===== src/rtl/bip_defs.sv =====
// Shared definitions for the BIP program loader: default widths, frame byte order and FSM states.
package bip_defs;

  localparam int unsigned NB_INSTRUCTION_DEF = 16;
  localparam int unsigned NB_ADDR_DEF        = 11;
  localparam int unsigned NB_BYTE_DEF        = 8;

  // Each instruction arrives low byte first.
  localparam bit FRAME_LITTLE_ENDIAN = 1'b1;

  typedef enum logic [2:0] {
    ST_IDLE,
    ST_CNT_HI,
    ST_DATA_LO,
    ST_DATA_HI,
    ST_WRITE,
    ST_RUN
  } state_t;

  // Combine two bytes in arrival order into one instruction word.
  function automatic logic [15:0] pack_word(input logic [7:0] first, input logic [7:0] second);
    return FRAME_LITTLE_ENDIAN ? {second, first} : {first, second};
  endfunction

endpackage


===== src/rtl/bip_loader_timeout.sv =====
// Inter-byte idle counter; flags expiry when the count reaches its limit while enabled.
module bip_loader_timeout #(
  parameter int unsigned NB_TIMEOUT     = 16,
  parameter int unsigned TIMEOUT_CYCLES = 50000
) (
  input  logic clk,
  input  logic rst_n,
  input  logic clear,
  input  logic enable,
  output logic expired_c
);

  localparam logic [NB_TIMEOUT-1:0] LIMIT = NB_TIMEOUT'(TIMEOUT_CYCLES - 1);

  logic [NB_TIMEOUT-1:0] count_q;

  always_ff @(posedge clk or negedge rst_n) begin
    if (!rst_n) begin
      count_q <= '0;
    end else if (clear) begin
      count_q <= '0;
    end else if (enable) begin
      count_q <= count_q + NB_TIMEOUT'(1);
    end
  end

  // A byte arriving in the same cycle wins over expiry.
  assign expired_c = enable && !clear && (count_q == LIMIT);

endmodule


===== src/rtl/bip_program_loader.sv =====
// Assembles UART bytes into instructions, writes them to program memory and gates CPU reset.
module bip_program_loader
  import bip_defs::*;
#(
  parameter int unsigned NB_INSTRUCTION = NB_INSTRUCTION_DEF,
  parameter int unsigned NB_ADDR        = NB_ADDR_DEF,
  parameter int unsigned NB_BYTE        = NB_BYTE_DEF,
  parameter int unsigned NB_TIMEOUT     = 16,
  parameter int unsigned TIMEOUT_CYCLES = 50000
) (
  input  logic                      i_clock,
  input  logic                      i_reset,
  input  logic [NB_BYTE-1:0]        i_rx_data,
  input  logic                      i_rx_valid,
  input  logic                      i_cpu_halt,
  output logic                      o_prog_wr_enable,
  output logic [NB_ADDR-1:0]        o_prog_wr_addr,
  output logic [NB_INSTRUCTION-1:0] o_prog_wr_data,
  output logic                      o_cpu_reset,
  output logic                      o_busy,
  output logic                      o_load_error
);

  localparam int unsigned NB_COUNT = 2 * NB_BYTE;
  localparam int unsigned DEPTH    = 2 ** NB_ADDR;

  state_t state_q, state_next;

  logic [NB_BYTE-1:0]        cnt_lo_q;
  logic [NB_BYTE-1:0]        low_q;
  logic [NB_COUNT-1:0]       word_count_q;
  logic [NB_ADDR-1:0]        addr_q;
  logic [NB_INSTRUCTION-1:0] word_q;

  logic [NB_COUNT-1:0] count_new_c;
  logic                count_bad_c;
  logic                last_word_c;
  logic                ld_cnt_lo_c, ld_count_c, ld_low_c, ld_word_c;
  logic                clr_addr_c, inc_addr_c, set_err_c, clr_err_c;
  logic                tmo_clear_c, tmo_enable_c, tmo_expired_c;

  assign count_new_c  = {i_rx_data, cnt_lo_q};
  assign count_bad_c  = (count_new_c == '0) || (32'(count_new_c) > DEPTH);
  assign last_word_c  = (NB_COUNT'(addr_q) == (word_count_q - NB_COUNT'(1)));
  assign tmo_enable_c = (state_q == ST_CNT_HI) || (state_q == ST_DATA_LO) || (state_q == ST_DATA_HI);
  assign tmo_clear_c  = i_rx_valid || (state_q == ST_IDLE) || (state_q == ST_RUN);

  bip_loader_timeout #(
    .NB_TIMEOUT    (NB_TIMEOUT),
    .TIMEOUT_CYCLES(TIMEOUT_CYCLES)
  ) u_timeout (
    .clk      (i_clock),
    .rst_n    (i_reset),
    .clear    (tmo_clear_c),
    .enable   (tmo_enable_c),
    .expired_c(tmo_expired_c)
  );

  always_ff @(posedge i_clock or negedge i_reset) begin
    if (!i_reset) begin
      state_q <= ST_IDLE;
    end else begin
      state_q <= state_next;
    end
  end

  always_comb begin
    state_next  = state_q;
    ld_cnt_lo_c = 1'b0;
    ld_count_c  = 1'b0;
    ld_low_c    = 1'b0;
    ld_word_c   = 1'b0;
    clr_addr_c  = 1'b0;
    inc_addr_c  = 1'b0;
    set_err_c   = 1'b0;
    clr_err_c   = 1'b0;
    case (state_q)
      ST_IDLE: begin
        if (i_rx_valid) begin
          ld_cnt_lo_c = 1'b1;
          clr_err_c   = 1'b1;
          state_next  = ST_CNT_HI;
        end
      end
      ST_CNT_HI: begin
        if (i_rx_valid) begin
          if (count_bad_c) begin
            set_err_c  = 1'b1;
            state_next = ST_IDLE;
          end else begin
            ld_count_c = 1'b1;
            clr_addr_c = 1'b1;
            state_next = ST_DATA_LO;
          end
        end else if (tmo_expired_c) begin
          set_err_c  = 1'b1;
          state_next = ST_IDLE;
        end
      end
      ST_DATA_LO: begin
        if (i_rx_valid) begin
          ld_low_c   = 1'b1;
          state_next = ST_DATA_HI;
        end else if (tmo_expired_c) begin
          set_err_c  = 1'b1;
          state_next = ST_IDLE;
        end
      end
      ST_DATA_HI: begin
        if (i_rx_valid) begin
          ld_word_c  = 1'b1;
          state_next = ST_WRITE;
        end else if (tmo_expired_c) begin
          set_err_c  = 1'b1;
          state_next = ST_IDLE;
        end
      end
      ST_WRITE: begin
        // A byte arriving during the write becomes the next low byte unless the frame is done.
        if (last_word_c) begin
          state_next = ST_RUN;
        end else begin
          inc_addr_c = 1'b1;
          if (i_rx_valid) begin
            ld_low_c   = 1'b1;
            state_next = ST_DATA_HI;
          end else begin
            state_next = ST_DATA_LO;
          end
        end
      end
      ST_RUN: begin
        if (i_cpu_halt) begin
          state_next = ST_IDLE;
        end
      end
      default: state_next = ST_IDLE;
    endcase
  end

  // Datapath and outputs, registered from the next state so they line up with the FSM.
  always_ff @(posedge i_clock or negedge i_reset) begin
    if (!i_reset) begin
      cnt_lo_q         <= '0;
      low_q            <= '0;
      word_count_q     <= '0;
      addr_q           <= '0;
      word_q           <= '0;
      o_prog_wr_enable <= 1'b0;
      o_cpu_reset      <= 1'b1;
      o_busy           <= 1'b0;
      o_load_error     <= 1'b0;
    end else begin
      if (ld_cnt_lo_c) cnt_lo_q <= i_rx_data;
      if (ld_count_c)  word_count_q <= count_new_c;
      if (ld_low_c)    low_q <= i_rx_data;
      if (ld_word_c)   word_q <= NB_INSTRUCTION'(pack_word(low_q, i_rx_data));
      if (clr_addr_c) begin
        addr_q <= '0;
      end else if (inc_addr_c) begin
        addr_q <= addr_q + NB_ADDR'(1);
      end
      if (set_err_c) begin
        o_load_error <= 1'b1;
      end else if (clr_err_c) begin
        o_load_error <= 1'b0;
      end
      o_prog_wr_enable <= (state_next == ST_WRITE);
      o_cpu_reset      <= (state_next != ST_RUN);
      o_busy           <= (state_next == ST_CNT_HI) || (state_next == ST_DATA_LO) ||
                          (state_next == ST_DATA_HI) || (state_next == ST_WRITE);
    end
  end

  assign o_prog_wr_addr = addr_q;
  assign o_prog_wr_data = word_q;

endmodule


===== config.mk =====
export PLATFORM = sky130hd
export DESIGN_NAME = bip_program_loader
export DESIGN_NICKNAME = d
export VERILOG_FILES = /design/src/rtl/bip_defs.sv /design/src/rtl/bip_loader_timeout.sv /design/src/rtl/bip_program_loader.sv
export SDC_FILE = /design/constraint.sdc
export NUM_CORES = 1
export LEC_CHECK = 0
export CELL_PAD_IN_SITES_DETAIL_PLACEMENT = 0
export CELL_PAD_IN_SITES_GLOBAL_PLACEMENT = 1
export CORE_UTILIZATION = 25
export CTS_CLUSTER_DIAMETER = 60
export DETAILED_ROUTE_END_ITERATION = 12
export PLACE_DENSITY = 0.54
export SLEW_MARGIN = 20
export SYNTH_ARGS = -nofsm -noshare
export SYNTH_HDL_FRONTEND = slang
export SYNTH_HIERARCHICAL = 1
export SYNTH_SLANG_ARGS = --single-unit

===== constraint.sdc =====
create_clock -name i_clock -period 4.1 [get_ports i_clock]
set_input_delay 0.82 -clock i_clock [delete_from_list [all_inputs] [get_ports i_clock]]
set_output_delay 0.82 -clock i_clock [all_outputs]
set_load 0.03 [all_outputs]

==> flow_metrics.py, run 1 <==
metrics = {
    "clocking": {
        "cts_setup_buffers": 0,
        "clk_latency_ns": 0.35,
        "tritoncts": "yes",
        "cts.sinks": 82,
        "cts_resized": 0,
        "cts_inserted_buffers": 9,
        "cts.htree.levels": 3,
        "cts.clk_slew.worst_paths_ns": 0.06,
        "clockBufferDepth": 2,
        "root_buffer": "clkbuf_16",
        "cts_hold_buf": 0,
    },
    "setup_path": {
        "endpoint": "o_prog_wr_addr[9]$_DFFE_PN0P_",
        "r2r-start": "word_count_q[0]$_DFFE_PN0P_",
        "worst_ep_arrival_time_ns": 3.78,
        "critPathRequiredTime_ns": 4.31,
        "startpoint": "word_count_q[0]$_DFFE_PN0P_",
        "crit_type": "reg -> reg",
        "cp_max_fo": 13,
        "rr_endpoint": "o_prog_wr_addr[9]$_DFFE_PN0P_",
        "r2r_cells": 10,
        "r2r_slack_ns": 0.53,
        "setup.worst_path.end_class": "flip-flop",
        "cp-start-kind": "flip-flop",
    },
    "floorplanning": {
        "die_w_um": 133.8,
        "die_area_um2": 17900,
        "core_area_um2": 16760,
        "rows": 47,
        "start_util_pct": 25.91,
        "die_h_um": 133.8,
        "io_pins": 43,
    },
    "flow_run": {
        "max_cap_viol_count": 0,
    },
    "placed_design": {
        "port_buffers": 42,
        "place_area_um2": 4987,
        "dp_hpwl_um": 7862,
        "gp_congestion": 0.7695,
        "pre_cts_ws_ns": 0.5681,
    },
    "route": {
        "wl_per_cell_um": 16.15,
        "detail-route-antenna-nets": 0,
        "viasPerCell": 4.862,
        "post-route-drc-count": 0,
        "vias": 3447,
        "routed_wirelength_um": 11450,
        "drt-pass1-iter-count": 4,
        "drt_iter0_markers": 208,
    },
    "timing": {
        "slew_viol_final": 0,
        "worst_pin_slew_ns": 0.8941,
        "setup_tns_ns": 0,
        "finClkSkew_ns": 0.004947,
        "fin_ws_ns": 0.5310,
        "rsz0062_at_grt": "no",
        "max_freq_ghz": 0.2802,
        "relSlewSlack_pct": 40.39,
        "setup_viol": 0,
        "hold_ws_ns": 0.4768,
        "fin_crit_ns": 3.569,
        "hold_viol_final": 0,
        "finalCritPeriodShare_pct": 87.05,
    },
    "synthesis": {
        "synth_area_um2": 4342,
        "synth_seq_cells": 82,
        "synth_most_common_cell": "dfrtp_1",
        "yosysWarningCount": 6,
        "netlist.area_leader.share_pct": 46.69,
        "synth_commonest_cells": "dfrtp_1, nand2_1, nor2_1",
        "ys_seq_area_share_pct": 47.29,
        "synth-edff-count": 0,
        "ys_types": 61,
        "synth_area_leaders": "dfrtp_1, mux2_2, nand2_1",
        "synth-async-reset-ratio_pct": 100.0,
        "netlist_instances": 447,
        "synth_nets": 462,
        "ys.flop_type": "dfrtp_1",
        "postSynthAreaPerCell_um2": 9.713,
        "synth_top_area_cell": "dfrtp_1",
    },
    "global_routing": {
        "grt_pass1_vias": 3460,
        "grt_pass1_wl_um": 19080,
        "antenna_found_initial": 0,
        "grt_max_degree": 67,
        "globalRouteTotalUtil_pct": 13.82,
        "gr-total-overflow": 0,
    },
    "power": {
        "clkPwrFrac_pct": 24.9,
        "leakagePower_nw": 2.297,
        "switchingPower_w": 0.001410,
        "intPower_w": 0.002214,
        "power.density_nw_per_um2": 681.6,
        "power_frac_seq_pct": 35.4,
        "switching_share_pct": 38.91,
        "p_comb_share_pct": 39.7,
        "irDropWorstVdd_v": 0.0003152,
    },
    "finish": {
        "antennaDiodeCount": 0,
        "nets": 499,
        "syn2layout_area_growth_pct": 22.45,
        "postLayoutCoreUtil_pct": 31.72,
        "drive_above_1_share_pct": 11.86,
        "fin_area_um2": 5316,
    },
    "min_path": {
        "min_path_type": "reg -> reg",
    },
    "status": {
        "outcome": "finished clean",
    },
}
-- how the worst min path moves through the flow --
stage,start,to,slack [ns],cells past startpoint
final,o_prog_wr_data[1]$_DFFE_PN0P_,o_prog_wr_data[1]$_DFFE_PN0P_,0.48,2
after global routing,o_prog_wr_data[13]$_DFFE_PN0P_,o_prog_wr_data[13]$_DFFE_PN0P_,0.51,2
after CTS,o_prog_wr_data[1]$_DFFE_PN0P_,o_prog_wr_data[1]$_DFFE_PN0P_,0.49,2
after detailed placement,o_prog_wr_data[13]$_DFFE_PN0P_,o_prog_wr_data[13]$_DFFE_PN0P_,0.46,2
after global placement,o_prog_wr_data[14]$_DFFE_PN0P_,o_prog_wr_data[14]$_DFFE_PN0P_,0.46,2
after floorplan,word_count_q[15]$_DFFE_PN0P_,word_count_q[15]$_DFFE_PN0P_,0.48,1
-- cells in the final DEF (no fill, tap or decap), types with 3 or more instances in the layout --
master / instances
o211ai_1: 3
ha_1: 3
nor4b_1: 3
xor2_1: 15
o22a_1: 9
dfrtp_1: 81
a21oi_1: 14
nor3_1: 10
or3_1: 5
mux2_2: 20
a31oi_1: 8
nor4_1: 8
and4_1: 4
o31a_1: 3
and3_1: 7
clkbuf_16: 9
nand2b_1: 7
and2_1: 5
inv_1: 17
mux2i_1: 8
nor2_1: 37
xnor2_1: 9
buf_4: 12
o21ai_0: 12
nor2b_1: 5
nand2_1: 54
nand4_1: 9
o31ai_1: 15
nand3_1: 13
clkdlybuf4s50_1: 41
-- cell families after synthesis --
kind of cell | count (synthesis) | share of synthesized area, %
flip-flops | 82 | 47.29
multiplexers | 29 | 7.378
AND/OR/NAND/NOR | 183 | 21.96
buffers and inverters | 45 | 4.553
AO/OA/AOI/OAI | 81 | 13.11
adder cells (fa/ha/maj) | 3 | 0.8646
XOR/XNOR | 24 | 4.842
-- power by group through the flow --
stage                     Sequential, W  Clock, W  Combinational [W]
after global placement          0.00131         0            0.00143
after global routing            0.00133  0.000959            0.00160
after floorplan                 0.00137         0           0.000882
final                           0.00128  0.000901            0.00144
after detailed placement        0.00130         0            0.00144
after CTS                       0.00129  0.000931            0.00145
-- through the flow --
stage / cells / total power (W)
after global placement: 693 / 0.002736
after floorplan: 447 / 0.002253
after global routing: 709 / 0.003887
after CTS: 709 / 0.003671
after detailed placement: 693 / 0.002744
final: 709 / 0.003624
-- routing by layer --
layer / up-vias / routed length, µm / global-route usage (%) / share of wire [%]
li1: 1672 / - / - / -
met1: 1721 / 5532 / 18.39 / 48
met2: 49 / 5437 / 22.05 / 47
met3: 5 / 368 / 3.779 / 3.2
met4: 0 / 115 / 3.662 / 1.0
met5: - / 0 / 0 / 0
-- registers in the layout, indices dropped and copies added (netlist names), 3 cells and up --
signal             flops
o_prog_wr_addr        11
state_q                3
cnt_lo_q               8
word_count_q          16
o_prog_wr_data        16
u_timeout/count_q     16
low_q                  8
-- worst max-delay path, cell delays in order (launching register included) --
cell,delay [ns]
dfrtp_1,0.45
inv_1,0.09
ha_1,0.21
or4b_1,0.62
o22ai_1,0.22
o41ai_1,0.09
a2111oi_0,0.62
and4_1,0.62
buf_4,0.29
nor4b_1,0.09
mux2i_1,0.13
-- area by class of cell --
type,count,area (µm²)
fill,1729,11440
multi-input combinational,320,2091
sequential,82,2053
timing repair buffer,53,500.5
tap,220,275.3
clock buffer,10,239.0
clock inverter,6,90.09
inverter,18,67.56
No activity file was read; power rests on OpenSTA's default activity.
==> inputs of run 2 (changes only) <==
--- a/config.mk
+++ b/config.mk
@@ -11,6 +11,7 @@
 export CTS_CLUSTER_DIAMETER = 60
 export DETAILED_ROUTE_END_ITERATION = 12
 export PLACE_DENSITY = 0.54
+export RECOVER_POWER = 100
 export SLEW_MARGIN = 20
 export SYNTH_ARGS = -nofsm -noshare
 export SYNTH_HDL_FRONTEND = slang
==> constraint.sdc (replaced) <==
create_clock -name i_clock -period 3.6 [get_ports i_clock]
set_input_delay 0.72 -clock i_clock [delete_from_list [all_inputs] [get_ports i_clock]]
set_output_delay 0.72 -clock i_clock [all_outputs]
set_load 0.03 [all_outputs]
==> flow_metrics.py, run 2 (synthesis results as in run 1) <==
metrics = {
    "setup_path": {
        "setup.worst_path.end_class": "flip-flop",
        "cp-start-kind": "flip-flop",
        "critPathRequiredTime_ns": 3.86,
        "cp_max_fo": 23,
        "worst_ep_arrival_time_ns": 3.53,
        "crit_type": "reg -> reg",
    },
    "clocking": {
        "clk_latency_ns": 0.35,
        "cts.sinks": 82,
        "cts_inserted_buffers": 9,
        "cts_hold_buf": 0,
        "cts.clk_slew.worst_paths_ns": 0.06,
        "cts_resized": 0,
        "clockBufferDepth": 2,
        "cts_setup_buffers": 0,
        "root_buffer": "clkbuf_16",
        "tritoncts": "yes",
        "cts.htree.levels": 3,
    },
    "power": {
        "power.density_nw_per_um2": 759.9,
        "switching_share_pct": 39.33,
        "power_frac_seq_pct": 36.2,
        "clkPwrFrac_pct": 23.9,
        "irDropWorstVdd_v": 0.0002841,
        "leakagePower_nw": 2.369,
        "p_comb_share_pct": 39.8,
        "switchingPower_w": 0.001590,
        "intPower_w": 0.002453,
    },
    "route": {
        "vias": 3450,
        "post-route-drc-count": 0,
        "routed_wirelength_um": 11610,
        "drt-pass1-iter-count": 4,
        "viasPerCell": 4.825,
        "drt_iter0_markers": 160,
        "wl_per_cell_um": 16.24,
        "detail-route-antenna-nets": 0,
    },
    "timing": {
        "hold_viol_final": 0,
        "finClkSkew_ns": 0.006027,
        "worst_pin_slew_ns": 2.487,
        "fin_ws_ns": 0.3249,
        "relSlewSlack_pct": -65.82,
        "slew_viol_final": 45,
        "rsz0062_at_grt": "no",
        "fin_crit_ns": 3.275,
        "max_freq_ghz": 0.3053,
        "hold_ws_ns": 0.4732,
        "finalCritPeriodShare_pct": 90.97,
        "setup_tns_ns": 0,
        "setup_viol": 0,
    },
    "floorplanning": {
        "io_pins": 43,
        "die_w_um": 133.8,
        "start_util_pct": 25.91,
        "rows": 47,
        "die_h_um": 133.8,
        "core_area_um2": 16760,
        "die_area_um2": 17900,
    },
    "flow_run": {
        "max_cap_viol_count": 1,
    },
    "finish": {
        "drive_above_1_share_pct": 11.31,
        "final_common_cell": "dfrtp_1",
        "instances_no_fill": 715,
        "fin_area_um2": 5321,
        "layout_common_cells": "dfrtp_1, nand2_1, nor2_1",
        "syn2layout_area_growth_pct": 22.56,
        "nets": 505,
        "antennaDiodeCount": 0,
    },
    "status": {
        "outcome": "complete, but fails checks",
        "violations": "capacitance limit, slew limit",
    },
    "placed_design": {
        "port_buffers": 42,
        "dp_cells": 699,
        "dp_hpwl_um": 8056,
        "place_area_um2": 5045,
        "pre_cts_ws_ns": 0.4610,
        "gp_congestion": 0.7786,
    },
    "global_routing": {
        "globalRouteTotalUtil_pct": 13.81,
        "antenna_found_initial": 0,
        "grt_pass1_vias": 3421,
        "grt_pass1_wl_um": 18910,
        "gr-total-overflow": 0,
        "grt_max_degree": 45,
    },
    "min_path": {
        "min_path_type": "reg -> reg",
    },
}
## run 2: routing by layer
| metal | track usage, % | vias to the layer above | share of wire [%] |
|---|---|---|---|
| met5 | 0 | - | 0 |
| met4 | 5.997 | 0 | 1.9 |
| met3 | 2.570 | 16 | 2.5 |
| met2 | 21.62 | 50 | 45 |
| met1 | 18.57 | 1704 | 50 |
| li1 | - | 1680 | - |
## run 2: final timing paths
kind | startpoint | endpoint | slack (ns) | cells after the start
worst max-delay path | word_count_q[0]$_DFFE_PN0P_ | o_prog_wr_addr[1]$_DFFE_PN0P_ | 0.32 | 10
worst min-delay path | o_prog_wr_data[3]$_DFFE_PN0P_ | o_prog_wr_data[3]$_DFFE_PN0P_ | 0.47 | 2
worst max register to register | word_count_q[0]$_DFFE_PN0P_ | o_prog_wr_addr[1]$_DFFE_PN0P_ | 0.32 | 10
worst min register to register | o_prog_wr_data[3]$_DFFE_PN0P_ | o_prog_wr_data[3]$_DFFE_PN0P_ | 0.47 | 2
max in group asynchronous | i_reset | o_prog_wr_data[5]$_DFFE_PN0P_ | 0.84 | 2
min in group asynchronous | i_reset | o_prog_wr_data[0]$_DFFE_PN0P_ | 1.15 | 1
## run 2: final cells by class
| cell class | instances | area, µm² |
|---|---|---|
| clock buffer | 16 | 321.6 |
| fill | 1729 | 11440 |
| inverter | 18 | 67.56 |
| multi-input combinational | 320 | 2068 |
| sequential | 82 | 2053 |
| tap | 220 | 275.3 |
| timing repair buffer | 59 | 535.5 |
## run 2: worst max-delay path, cell delays in order, from the launching register on
cell and delay [ns]:
dfrtp_1 0.46, inv_1 0.09, ha_1 0.21, or4b_1 0.61
or4_1 0.44, and3_1 0.18, o31ai_1 0.30, and4_1 0.29
buf_12 0.18, nand2b_1 0.22, mux2i_1 0.22
## run 2: through the flow
step | utilization, % | total power, W
after floorplan | - | 0.002566
after global placement | 30.10 | 0.003139
after detailed placement | 30.10 | 0.003152
after CTS | 32.02 | 0.004153
after global routing | 31.75 | 0.004307
final | 31.75 | 0.004043
## run 2: power groups by stage
stage | Combinational (W) | Sequential, W | Clock (W)
5_1_grt | 0.00176 | 0.00151 | 0.00104
6_report | 0.00161 | 0.00146 | 0.000968
3_5_place_dp | 0.00167 | 0.00148 | 0
3_3_place_gp | 0.00165 | 0.00149 | 0
2_1_floorplan | 0.00100 | 0.00156 | 0
4_1_cts | 0.00168 | 0.00147 | 0.00100
